## src/rtl/branch_resolve_unit_pkg.sv

```systemverilog
// Shared definitions for the branch resolver.
//  - br_op_e      : 3-bit branch condition codes (BEQ..BGEZ)
//  - BR_OP_LENGTH : width of the condition code
//  - BHT_INIT     : reset value of every BHT counter (weakly not-taken)
//  - bht_sat_next : saturating 2-bit counter step
package branch_resolve_unit_pkg;

    localparam int BR_OP_LENGTH = 3;

    typedef enum logic [BR_OP_LENGTH-1:0] {
        BR_OP_BEQ  = 3'd0,
        BR_OP_BNE  = 3'd1,
        BR_OP_BLT  = 3'd2,
        BR_OP_BGE  = 3'd3,
        BR_OP_BLEZ = 3'd4,
        BR_OP_BGTZ = 3'd5,
        BR_OP_BLTZ = 3'd6,
        BR_OP_BGEZ = 3'd7
    } br_op_e;

    localparam logic [1:0] BHT_INIT = 2'b01;

    // Step a 2-bit counter towards taken (up) or not-taken, saturating at 3 / 0.
    function automatic logic [1:0] bht_sat_next(input logic [1:0] ctr, input logic up);
        logic [1:0] res;
        res = ctr;
        if (up && ctr != 2'b11) begin
            res = ctr + 2'd1;
        end else if (!up && ctr != 2'b00) begin
            res = ctr - 2'd1;
        end
        return res;
    endfunction

endpackage

```

## src/rtl/branch_resolve_unit_bht.sv

```systemverilog
// bht_2bit: array of 2-bit saturating counters.
//  clk, rst        : clock, synchronous active-high reset (all entries -> BHT_INIT)
//  rd_idx_i        : asynchronous read index
//  rd_ctr_o        : counter at rd_idx_i (value before any same-cycle update)
//  upd_en_i        : train the entry at upd_idx_i this cycle
//  upd_idx_i       : entry to train
//  upd_taken_i     : direction to train towards
// Kept in flops rather than RAM: every entry must reset in one cycle.
module bht_2bit
    import branch_resolve_unit_pkg::*;
#(
    parameter int DEPTH = 64,
    parameter int IDX_W = $clog2(DEPTH)
) (
    input  logic             clk,
    input  logic             rst,
    input  logic [IDX_W-1:0] rd_idx_i,
    output logic [1:0]       rd_ctr_o,
    input  logic             upd_en_i,
    input  logic [IDX_W-1:0] upd_idx_i,
    input  logic             upd_taken_i
);

    logic [1:0] ctr_q [DEPTH];

    genvar gi;
    generate
        for (gi = 0; gi < DEPTH; gi++) begin : g_entry
            always_ff @(posedge clk) begin
                if (rst) begin
                    ctr_q[gi] <= BHT_INIT;
                end else if (upd_en_i && upd_idx_i == IDX_W'(gi)) begin
                    ctr_q[gi] <= bht_sat_next(ctr_q[gi], upd_taken_i);
                end
            end
        end
    endgenerate

    assign rd_ctr_o = ctr_q[rd_idx_i];

endmodule

```

## src/rtl/branch_resolve_unit.sv

```systemverilog
// branch_resolve_unit: registered EX-stage branch resolver with a 2-bit BHT.
//  clk, rst                 : clock, synchronous active-high reset
//  flush                    : squash held and incoming branch
//  in_valid/in_ready        : branch op handshake (br_op, br_unsigned, rs_data,
//                             rt_data, pc, target, pred_taken)
//  out_valid/out_ready      : resolved result handshake (taken, mispredict, redirect_pc)
//  query_pc/query_taken     : combinational IF-stage BHT lookup
// The BHT is trained with the held result when it is handed off downstream.
module branch_resolve_unit
    import branch_resolve_unit_pkg::*;
#(
    parameter int DATA_W    = 32,
    parameter int ADDR_W    = 32,
    parameter int BHT_DEPTH = 64,
    parameter int IDX_W     = $clog2(BHT_DEPTH)
) (
    input  logic                    clk,
    input  logic                    rst,
    input  logic                    flush,
    input  logic                    in_valid,
    output logic                    in_ready,
    input  logic [BR_OP_LENGTH-1:0] br_op,
    input  logic                    br_unsigned,
    input  logic [DATA_W-1:0]       rs_data,
    input  logic [DATA_W-1:0]       rt_data,
    input  logic [ADDR_W-1:0]       pc,
    input  logic [ADDR_W-1:0]       target,
    input  logic                    pred_taken,
    output logic                    out_valid,
    input  logic                    out_ready,
    output logic                    taken,
    output logic                    mispredict,
    output logic [ADDR_W-1:0]       redirect_pc,
    input  logic [ADDR_W-1:0]       query_pc,
    output logic                    query_taken
);

    logic              out_valid_q;
    logic              taken_q,  taken_d;
    logic              mispredict_q;
    logic [ADDR_W-1:0] redirect_q, redirect_d;
    logic [IDX_W-1:0]  idx_q;

    logic accept;
    logic train_en;
    logic rs_neg, rs_zero, lt_signed, lt_unsigned, lt_sel, eq;
    logic [1:0] query_ctr;

    // Condition evaluator; zero-compare ops always treat rs as signed.
    assign eq          = (rs_data == rt_data);
    assign lt_signed   = ($signed(rs_data) < $signed(rt_data));
    assign lt_unsigned = (rs_data < rt_data);
    assign lt_sel      = br_unsigned ? lt_unsigned : lt_signed;
    assign rs_neg      = rs_data[DATA_W-1];
    assign rs_zero     = (rs_data == '0);

    always_comb begin
        taken_d = 1'b0;
        case (br_op_e'(br_op))
            BR_OP_BEQ:  taken_d = eq;
            BR_OP_BNE:  taken_d = !eq;
            BR_OP_BLT:  taken_d = lt_sel;
            BR_OP_BGE:  taken_d = !lt_sel;
            BR_OP_BLEZ: taken_d = rs_neg || rs_zero;
            BR_OP_BGTZ: taken_d = !rs_neg && !rs_zero;
            BR_OP_BLTZ: taken_d = rs_neg;
            BR_OP_BGEZ: taken_d = !rs_neg;
            default:    taken_d = 1'b0;
        endcase
    end

    // Fall-through address wraps naturally at ADDR_W bits.
    assign redirect_d = taken_d ? target : (pc + ADDR_W'(4));

    // Handshake control
    assign in_ready = !out_valid_q || out_ready;
    assign accept   = in_valid && in_ready && !flush;
    assign train_en = out_valid_q && out_ready && !flush;

    always_ff @(posedge clk) begin
        if (rst) begin
            out_valid_q <= 1'b0;
        end else if (flush) begin
            out_valid_q <= 1'b0;
        end else if (accept) begin
            out_valid_q <= 1'b1;
        end else if (out_ready) begin
            out_valid_q <= 1'b0;
        end
    end

    // Payload only moves on accept, so a stalled result stays stable.
    always_ff @(posedge clk) begin
        if (rst) begin
            taken_q      <= 1'b0;
            mispredict_q <= 1'b0;
            redirect_q   <= '0;
            idx_q        <= '0;
        end else if (accept) begin
            taken_q      <= taken_d;
            mispredict_q <= (taken_d != pred_taken);
            redirect_q   <= redirect_d;
            idx_q        <= pc[IDX_W+1:2];
        end
    end

    bht_2bit #(
        .DEPTH (BHT_DEPTH),
        .IDX_W (IDX_W)
    ) u_bht (
        .clk         (clk),
        .rst         (rst),
        .rd_idx_i    (query_pc[IDX_W+1:2]),
        .rd_ctr_o    (query_ctr),
        .upd_en_i    (train_en),
        .upd_idx_i   (idx_q),
        .upd_taken_i (taken_q)
    );

    assign query_taken = query_ctr[1];
    assign out_valid   = out_valid_q;
    assign taken       = taken_q;
    assign mispredict  = mispredict_q;
    assign redirect_pc = redirect_q;

    // Only the index bits of the lookup PC select an entry.
    logic unused_query_bits;
    assign unused_query_bits = ^{query_pc[ADDR_W-1:IDX_W+2], query_pc[1:0], query_ctr[0]};

endmodule

```

## config.mk

```make
export PLATFORM = sky130hd
export DESIGN_NAME = branch_resolve_unit
export DESIGN_NICKNAME = d
export VERILOG_FILES = /design/src/rtl/branch_resolve_unit_pkg.sv /design/src/rtl/branch_resolve_unit_bht.sv /design/src/rtl/branch_resolve_unit.sv
export SDC_FILE = /design/constraint.sdc
export NUM_CORES = 1
export LEC_CHECK = 0
export CAP_MARGIN = 20
export CORE_ASPECT_RATIO = 1.75
export CORE_MARGIN = 4
export CORE_UTILIZATION = 38
export CTS_CLUSTER_DIAMETER = 50
export DETAILED_ROUTE_END_ITERATION = 6
export PLACE_DENSITY = 0.61
export SYNTH_ARGS = -nofsm -noshare
export SYNTH_HDL_FRONTEND = slang
export SYNTH_SLANG_ARGS = --single-unit
```

## constraint.sdc

```tcl
create_clock -name clk -period 5.95 [get_ports clk]
set_input_delay 1.19 -clock clk [delete_from_list [all_inputs] [get_ports clk]]
set_output_delay 1.19 -clock clk [all_outputs]
set_load 0.005 [all_outputs]
```

==> flow_summary.yaml, run 1 <==
synth:
  ys_seq_elements: 169
  synth_fp_nets: 1474
  syn_area_um2: 11500
  synth-async-reset-ratio_pct: 0
  synth-edff-count: 128
  synth.avg_cell_area_um2: 9.01
  yosys.cell_types.count: 48
  seq_area_frac_synth_pct: 40.7
  synth_cells: 1271
  synth_ff_type: "edfxtp_1"
  yosys_warnings: 0
global_routing:
  first_global_vias: 10100
  grt_usage_pct: 18.9
  grt-ovfl-total: 0
  grt_antenna_before_repair: 0
  grt_pass1_wl_um: 51000
  grt_max_degree: 112
setup_path:
  worst_setup_path_end_kind: "output pin"
  arrival_ns: 4.01
  cp-start-kind: "input pin"
  crit_chain: "clkdlybuf4s50_1 -> buf_4 -> mux4_2 -> mux4_2 -> mux4_2 -> clkdlybuf4s50_1"
  critical_path_buf_inv_count: 3
  path_class: "input pin to output pin"
  regToRegEndpoint: "u_bht.ctr_q[63][1]"
  cpLargestDelayFamily: "multiplexers"
  reg2regPathDepth: 4
  r2r_slack_ns: 3.42
  max_stage_delay_ns: 0.62
  cp_common_cell: "mux4_2"
  cp_max_fo: 16
  r2r-start: "idx_q[5]"
  crit_slowest_cell: "mux4_2"
  crit_required_ns: 4.76
clocking:
  cts_tree: "built"
  numCtsBuffers: 17
  cts.sinks: 169
  cts_hold_buffers: 0
  clockBufferDepth: 2
  postCtsSetupBuffers: 0
  root_buffer: "clkbuf_16"
  clock_latency_ns: 0.44
  cts_resized: 0
  htree_levels: 4
  clkTransAtPathRegs_ns: 0.06
sta:
  fin_skew_ns: 0.00887
  max-slew-margin-rel_pct: 30.8
  final.min_clock_period_ns: 5.20
  grt_setup_unrepaired: "false"
  clock.fmax_mhz: 192
  fin_setup_tns_ns: 0
  setup_viol: 0
  worstMarginPinSlew_ns: 1.03
  post-route-period-util_pct: 87.4
  hold_viol_final: 0
  slew_violations: 0
min_path:
  hold_path_end: "redirect_pc[26]"
  hold_path_class: "flop to flop"
  whs_path_depth: 2
  min_from: "redirect_pc[26]"
route:
  vias: 10200
  wl_um: 31900
  drt_first_pass_iters: 5
  drt_iter0_markers: 611
  vias_per_cell: 5.67
  ant_nets: 0
  drcViolationCount: 0
  detail_route.wl_per_cell_um: 17.8
pwr:
  leakagePower_nw: 4.95
  power_mw: 2.93
  irDropWorstVdd_mv: 0.212
  power_density_nw_per_um2: 206
layout:
  layout_commonest_cell: "clkdlybuf4s50_1"
  finalNetCount: 1603
  final_cell_mix: "clkdlybuf4s50_1 (179), o21ai_0 (135), and3_1 (132)"
  drive_above_1_share_pct: 10.5
  nFillCells: 2832
  diodes: 0
  syn_to_final_growth_pct: 23.8
place:
  portBuffers: 180
  gp_congestion: 0.821
  hpwlAfterDp_um: 22800
floorplanning:
  start_util_pct: 38.8
  io_pins: 207
  chipWidth_um: 139
  chipHeight_um: 238
  coreArea_um2: 29500
  fp-row-count: 83
  dieArea_um2: 33100
run:
  maxCapViolCount: 0
run_status:
  status: "completed"
-- state kept, by name, indices dropped and copies added (netlist names) --
signal / flops
idx_q: 6
mispredict: 1
out_valid: 1
redirect_pc: 32
taken: 1
u_bht.ctr_q: 128
-- power by group --
part | switching (mW) | internal (mW)
clock | 0.465 | 0.651
sequential | 0.0423 | 1.30
combinational | 0.229 | 0.241
-- area by class of cell --
type                       count  area, um^2  area share [%]
clock buffer                  25         485            3.43
clock inverter                 7        90.1           0.636
inverter                      37         139           0.980
multi-input combinational    969        6320            44.6
sequential                   169        4670            32.9
tap                          382         478            3.37
timing repair buffer         206        1990            14.1
-- synthesized netlist by cell type, types with 41 or more instances --
cell      count  area share, %
xor2_1       75            5.7
and3_1      132            7.2
dfxtp_1      41            7.2
a21oi_1      47            2.1
clkbuf_1     83            2.7
nand3_1      79            3.5
nor3_1       81            3.5
nor2_1      104            3.4
edfxtp_1    128             34
a31o_2       63            4.8
o21ai_0     135            5.9
nand2_1      83            2.7
-- worst register-to-register path, stage by stage, from the launching register on --
cell      delay, ns
dfxtp_1        0.53
nand4b_1       0.31
nor2_1         0.87
buf_4          0.34
a31o_2         0.20
-- routing by layer --
layer	wire length [um]	part of all wire [%]	GRT usage (%)	up-vias
li1	-	-	-	5008
met1	12100	38	20.1	4853
met2	16800	53	34.7	266
met3	1950	6.1	4.97	54
met4	1120	3.5	8.28	0
met5	0	0	0	-
-- cells by family after synthesis --
kind of cell	Yosys count	synth area share, %
flip-flops	169	40.7
XOR/XNOR	93	7.11
buffers and inverters	133	4.51
AND/OR/NAND/NOR	531	23.6
AO/OA/AOI/OAI	291	16.3
adder cells (fa/ha/maj)	33	3.61
multiplexers	21	4.13
-- stage by stage --
| step | setup WS [ns] | util, % | instances | area [um^2] | hold slack, ns |
|---|---|---|---|---|---|
| after floorplan | 1.68 | - | 1271 | 11500 | 0.453 |
| after global placement | 0.733 | 46.1 | 1762 | 13600 | 0.443 |
| after detailed placement | 0.733 | 46.1 | 1763 | 13600 | 0.447 |
| after CTS | 0.728 | 48.1 | 1795 | 14200 | 0.457 |
| after global routing | 0.700 | 48.1 | 1795 | 14200 | 0.479 |
| final | 0.752 | 48.1 | 1795 | 14200 | 0.454 |
-- worst max-delay path by stage --
stage,slack [ns],cells after the start,startpoint,endpoint
4_1_cts,0.73,6,query_pc[2],query_taken
3_3_place_gp,0.73,6,query_pc[2],query_taken
5_1_grt,0.70,6,query_pc[3],query_taken
3_5_place_dp,0.73,6,query_pc[2],query_taken
2_1_floorplan,1.68,5,query_pc[3],query_taken
6_report,0.75,6,query_pc[2],query_taken
No activity file was read; power rests on OpenSTA's default activity.
==> run 2: changes to the inputs <==
==> constraint.sdc (replaced) <==
create_clock -name clk -period 6.3 [get_ports clk]
set_input_delay 1.26 -clock clk [delete_from_list [all_inputs] [get_ports clk]]
set_output_delay 1.26 -clock clk [all_outputs]
set_load 0.005 [all_outputs]
==> flow_summary.yaml, run 2 (same netlist as run 1, synthesis figures left out) <==
clocking:
  numCtsBuffers: 17
  clock_latency_ns: 0.45
  root_buffer: "clkbuf_16"
  clkTransAtPathRegs_ns: 0.06
  htree_levels: 4
  clockBufferDepth: 2
  postCtsSetupBuffers: 0
  cts_resized: 0
  cts.sinks: 169
  cts_hold_buffers: 0
  cts_tree: "built"
route:
  vias: 10300
  wl_um: 32000
  vias_per_cell: 5.73
  drt_first_pass_iters: 5
  drt_iter0_markers: 580
  ant_nets: 0
  detail_route.wl_per_cell_um: 17.9
  drcViolationCount: 0
floorplanning:
  chipWidth_um: 139
  dieArea_um2: 33100
  start_util_pct: 38.8
  chipHeight_um: 238
  io_pins: 207
  coreArea_um2: 29500
  fp-row-count: 83
sta:
  clock.fmax_mhz: 187
  slew_violations: 0
  hold_viol_final: 0
  setup_viol: 0
  whs_ns: 0.454
  fin_setup_tns_ns: 0
  final.min_clock_period_ns: 5.35
  grt_setup_unrepaired: "false"
  max-slew-margin-rel_pct: 27.8
  worstMarginPinSlew_ns: 1.08
  post-route-period-util_pct: 84.9
  fin_skew_ns: 0.00785
global_routing:
  grt-ovfl-total: 0
  grt_pass1_wl_um: 51000
  grt_usage_pct: 18.9
  grt_antenna_before_repair: 0
  grt_max_degree: 122
  first_global_vias: 9910
setup_path:
  worst_setup_path_end_kind: "output pin"
  arrival_ns: 4.09
  crit_chain: "clkdlybuf4s50_1 -> buf_4 -> mux4_2 -> mux4_2 -> mux4_2 -> clkdlybuf4s50_1"
  path_class: "input pin to output pin"
  cp_max_fo: 16
  cp_common_cell: "mux4_2"
  crit_slowest_cell: "mux4_2"
  cp-start-kind: "input pin"
  max_stage_delay_ns: 0.62
  crit_required_ns: 5.04
layout:
  diodes: 0
  layout_commonest_cell: "clkdlybuf4s50_1"
  syn_to_final_growth_pct: 23.6
  layout.area.seq_um2: 4670
  top_register: "u_bht.ctr_q"
  multi_input_comb_area_um2: 6320
  finalNetCount: 1602
  nFillCells: 2892
  final_area_um2: 14200
  largest_reg_flops: 128
  fin_util_pct: 48.0
  final_cell_mix: "clkdlybuf4s50_1 (179), o21ai_0 (135), and3_1 (132)"
  drive_above_1_share_pct: 10.7
place:
  placed_area_um2: 13600
  gp_congestion: 0.814
  portBuffers: 180
  hpwlAfterDp_um: 22700
pwr:
  irDropWorstVdd_mv: 0.193
  power_density_nw_per_um2: 194
  leakagePower_nw: 4.93
run_status:
  status: "completed"
run:
  maxCapViolCount: 0
min_path:
  hold_path_class: "flop to flop"
## run 2: changes by cell type in the layout (fill, tap and decap cells not counted), sizes merged
cell      previous run  this run
buf                 27        26
clkbuf              25        17
clkinvlp             1         3
clkinv               3         9
## run 2: area by class of cell
| class | instances | share of cell area (%) |
|---|---|---|
| clock inverter | 15 | 0.946 |
| tap | 382 | 3.38 |
| sequential | 169 | 33.0 |
| timing repair buffer | 205 | 14.0 |
| inverter | 37 | 0.981 |
| multi-input combinational | 969 | 44.7 |
| clock buffer | 17 | 3.01 |
## run 2: worst paths after layout
check	depth (start not counted)	from	slack [ns]	end
min reg2reg	2	redirect_pc[5]	0.45	redirect_pc[5]
min	2	redirect_pc[5]	0.45	redirect_pc[5]
max	6	query_pc[2]	0.95	query_taken
max reg2reg	4	idx_q[5]	3.85	u_bht.ctr_q[52][1]
## run 2: metal layers
layer  part of all wire (%)  wire length, um  track usage (%)
met5                      0                0                0
met4                    2.7              860             6.82
met3                    6.8             2170             4.91
met2                     53            16900             34.5
met1                     38            12100             21.0
## run 2: worst max-delay path, delay by kind of cell
family	cells	cell delay, ns
buffers and inverters	3	1.22
muxes	3	1.59
## run 2: stage by stage
stage	setup slack, ns	power (mW)	std cells
finish	0.954	2.74	1794
global route	0.888	2.87	1794
CTS	0.931	2.77	1794
detailed placement	0.931	1.73	1762
global placement	0.944	1.73	1762
floorplan	1.89	1.52	1271
## run 2: where the power goes
part	internal [mW]	total, mW	switching [mW]
Combinational	0.228	0.446	0.218
Clock	0.576	1.03	0.455
Sequential	1.22	1.26	0.0379
Total	2.03	2.74	0.711
==> run 3: changes to the inputs <==
==> constraint.sdc (replaced) <==
create_clock -name clk -period 5.19 [get_ports clk]
set_input_delay 1.038 -clock clk [delete_from_list [all_inputs] [get_ports clk]]
set_output_delay 1.038 -clock clk [all_outputs]
set_load 0.005 [all_outputs]
==> flow_summary.yaml, run 3 (same netlist as run 1, synthesis figures left out) <==
floorplanning:
  coreArea_um2: 29500
  io_pins: 207
  chipHeight_um: 238
  start_util_pct: 38.8
  fp-row-count: 83
  dieArea_um2: 33100
  chipWidth_um: 139
setup_path:
  reg2regPathDepth: 4
  r2r-start: "taken"
  r2r_slack_ns: 2.70
  cp_max_fo: 16
  path_class: "input pin to output pin"
  regToRegEndpoint: "u_bht.ctr_q[45][1]"
  worst_setup_path_end_kind: "output pin"
  crit_required_ns: 4.15
  cp-start-kind: "input pin"
  arrival_ns: 3.74
layout:
  drive_above_1_share_pct: 10.3
  diodes: 0
  syn_to_final_growth_pct: 24.1
  largest_reg_flops: 128
  layout_commonest_cell: "clkdlybuf4s50_1"
  final_cell_mix: "clkdlybuf4s50_1 (179), o21ai_0 (135), and3_1 (132)"
  top_register: "u_bht.ctr_q"
  finalNetCount: 1602
  fin_cells: 1793
  fin_util_pct: 48.2
  final_area_um2: 14200
  nFillCells: 2862
place:
  placed_area_um2: 13600
  portBuffers: 180
  gp_congestion: 0.811
  placed_cells: 1761
  hpwlAfterDp_um: 22700
  dp_slack_ns: 0.390
min_path:
  min_from: "redirect_pc[21]"
  hold_path_end: "redirect_pc[21]"
  hold_path_class: "flop to flop"
  whs_path_depth: 2
clocking:
  htree_levels: 4
  numCtsBuffers: 17
  cts_tree: "built"
  clock_latency_ns: 0.44
  cts.sinks: 169
  cts_resized: 0
  clockBufferDepth: 2
  cts_hold_buffers: 0
  root_buffer: "clkbuf_16"
  clkTransAtPathRegs_ns: 0.06
  postCtsSetupBuffers: 0
pwr:
  seqPwrFrac_pct: 45.1
  clkPwrFrac_pct: 39.2
  internal-power_mw: 2.57
  p_switching_mw: 0.845
  comb_power_share_pct: 15.7
  irDropWorstVdd_mv: 0.212
  power_density_nw_per_um2: 240
  leakagePower_nw: 4.95
  power_switching_share_pct: 24.8
  power_mw: 3.41
route:
  drcViolationCount: 0
  ant_nets: 0
  wl_um: 32200
  drt_iter0_markers: 629
  vias: 10100
  vias_per_cell: 5.61
  drt_first_pass_iters: 5
  detail_route.wl_per_cell_um: 18.0
sta:
  final.min_clock_period_ns: 4.78
  whs_ns: 0.452
  grt_setup_unrepaired: "false"
  fin_skew_ns: 0.00782
  hold_viol_final: 0
  fin_setup_tns_ns: 0
  max-slew-margin-rel_pct: 34.5
  worstMarginPinSlew_ns: 0.979
  final.setup.worst_slack_ns: 0.414
  setup_viol: 0
  post-route-period-util_pct: 92.0
  slew_violations: 0
  clock.fmax_mhz: 209
global_routing:
  use_met2_pct: 34.9
  first_global_vias: 9946
  grt_usage_pct: 19.0
  grt_max_degree: 118
  grt-ovfl-total: 0
  grt_use_met3_pct: 5.15
  grt_pass1_wl_um: 51200
  grt_antenna_before_repair: 0
  grt_use_met1_pct: 20.9
  top_usage_layer: "met2"
run:
  maxCapViolCount: 0
run_status:
  status: "completed"
-- run 3: cell types whose count changed in the layout (fill, tap and decap cells not counted) --
cell        change
clkbuf_1        +6
clkinv_2        -4
clkinv_1        -2
bufinv_16       +2
clkbuf_4        +1
buf_12          +2
clkinv_4        -1
clkinvlp_2      -1
clkinvlp_4      -1
buf_4           -3
-- run 3: cell type report --
class | instances | area [um^2] | area share (%)
tap | 382 | 478 | 3.36
sequential | 169 | 4670 | 32.9
timing repair buffer | 205 | 2010 | 14.2
inverter | 37 | 139 | 0.977
clock inverter | 8 | 145 | 1.02
clock buffer | 23 | 448 | 3.15
multi-input combinational | 969 | 6320 | 44.5
-- run 3: power by group through the flow --
stage	Combinational (mW)	Clock [mW]	Sequential [mW]
after floorplan	0.301	0	1.55
after global placement	0.532	0	1.57
after detailed placement	0.538	0	1.57
after CTS	0.541	1.36	1.54
after global routing	0.595	1.42	1.55
final	0.536	1.34	1.54
-- run 3: how the worst max path moves through the flow --
stage | startpoint | end | slack [ns] | cells after the start
detailed placement | query_pc[2] | query_taken | 0.39 | 6
floorplan | query_pc[3] | query_taken | 1.22 | 5
CTS | query_pc[2] | query_taken | 0.39 | 6
global placement | query_pc[2] | query_taken | 0.40 | 6
finish | query_pc[2] | query_taken | 0.41 | 6
global route | query_pc[3] | query_taken | 0.36 | 6
-- run 3: metal layers --
| metal | vias to the layer above | part of all wire [%] |
|---|---|---|
| met5 | - | 0 |
| met4 | 0 | 2.6 |
| met3 | 41 | 6.4 |
| met2 | 277 | 53 |
| met1 | 4741 | 38 |
| li1 | 5005 | - |
-- run 3: worst max-delay path, cell delays in order --
cell and delay (ns):
clkdlybuf4s50_1 0.51, buf_12 0.18, mux4_2 0.58, mux4_2 0.48, mux4_2 0.48, clkdlybuf4s50_1 0.46
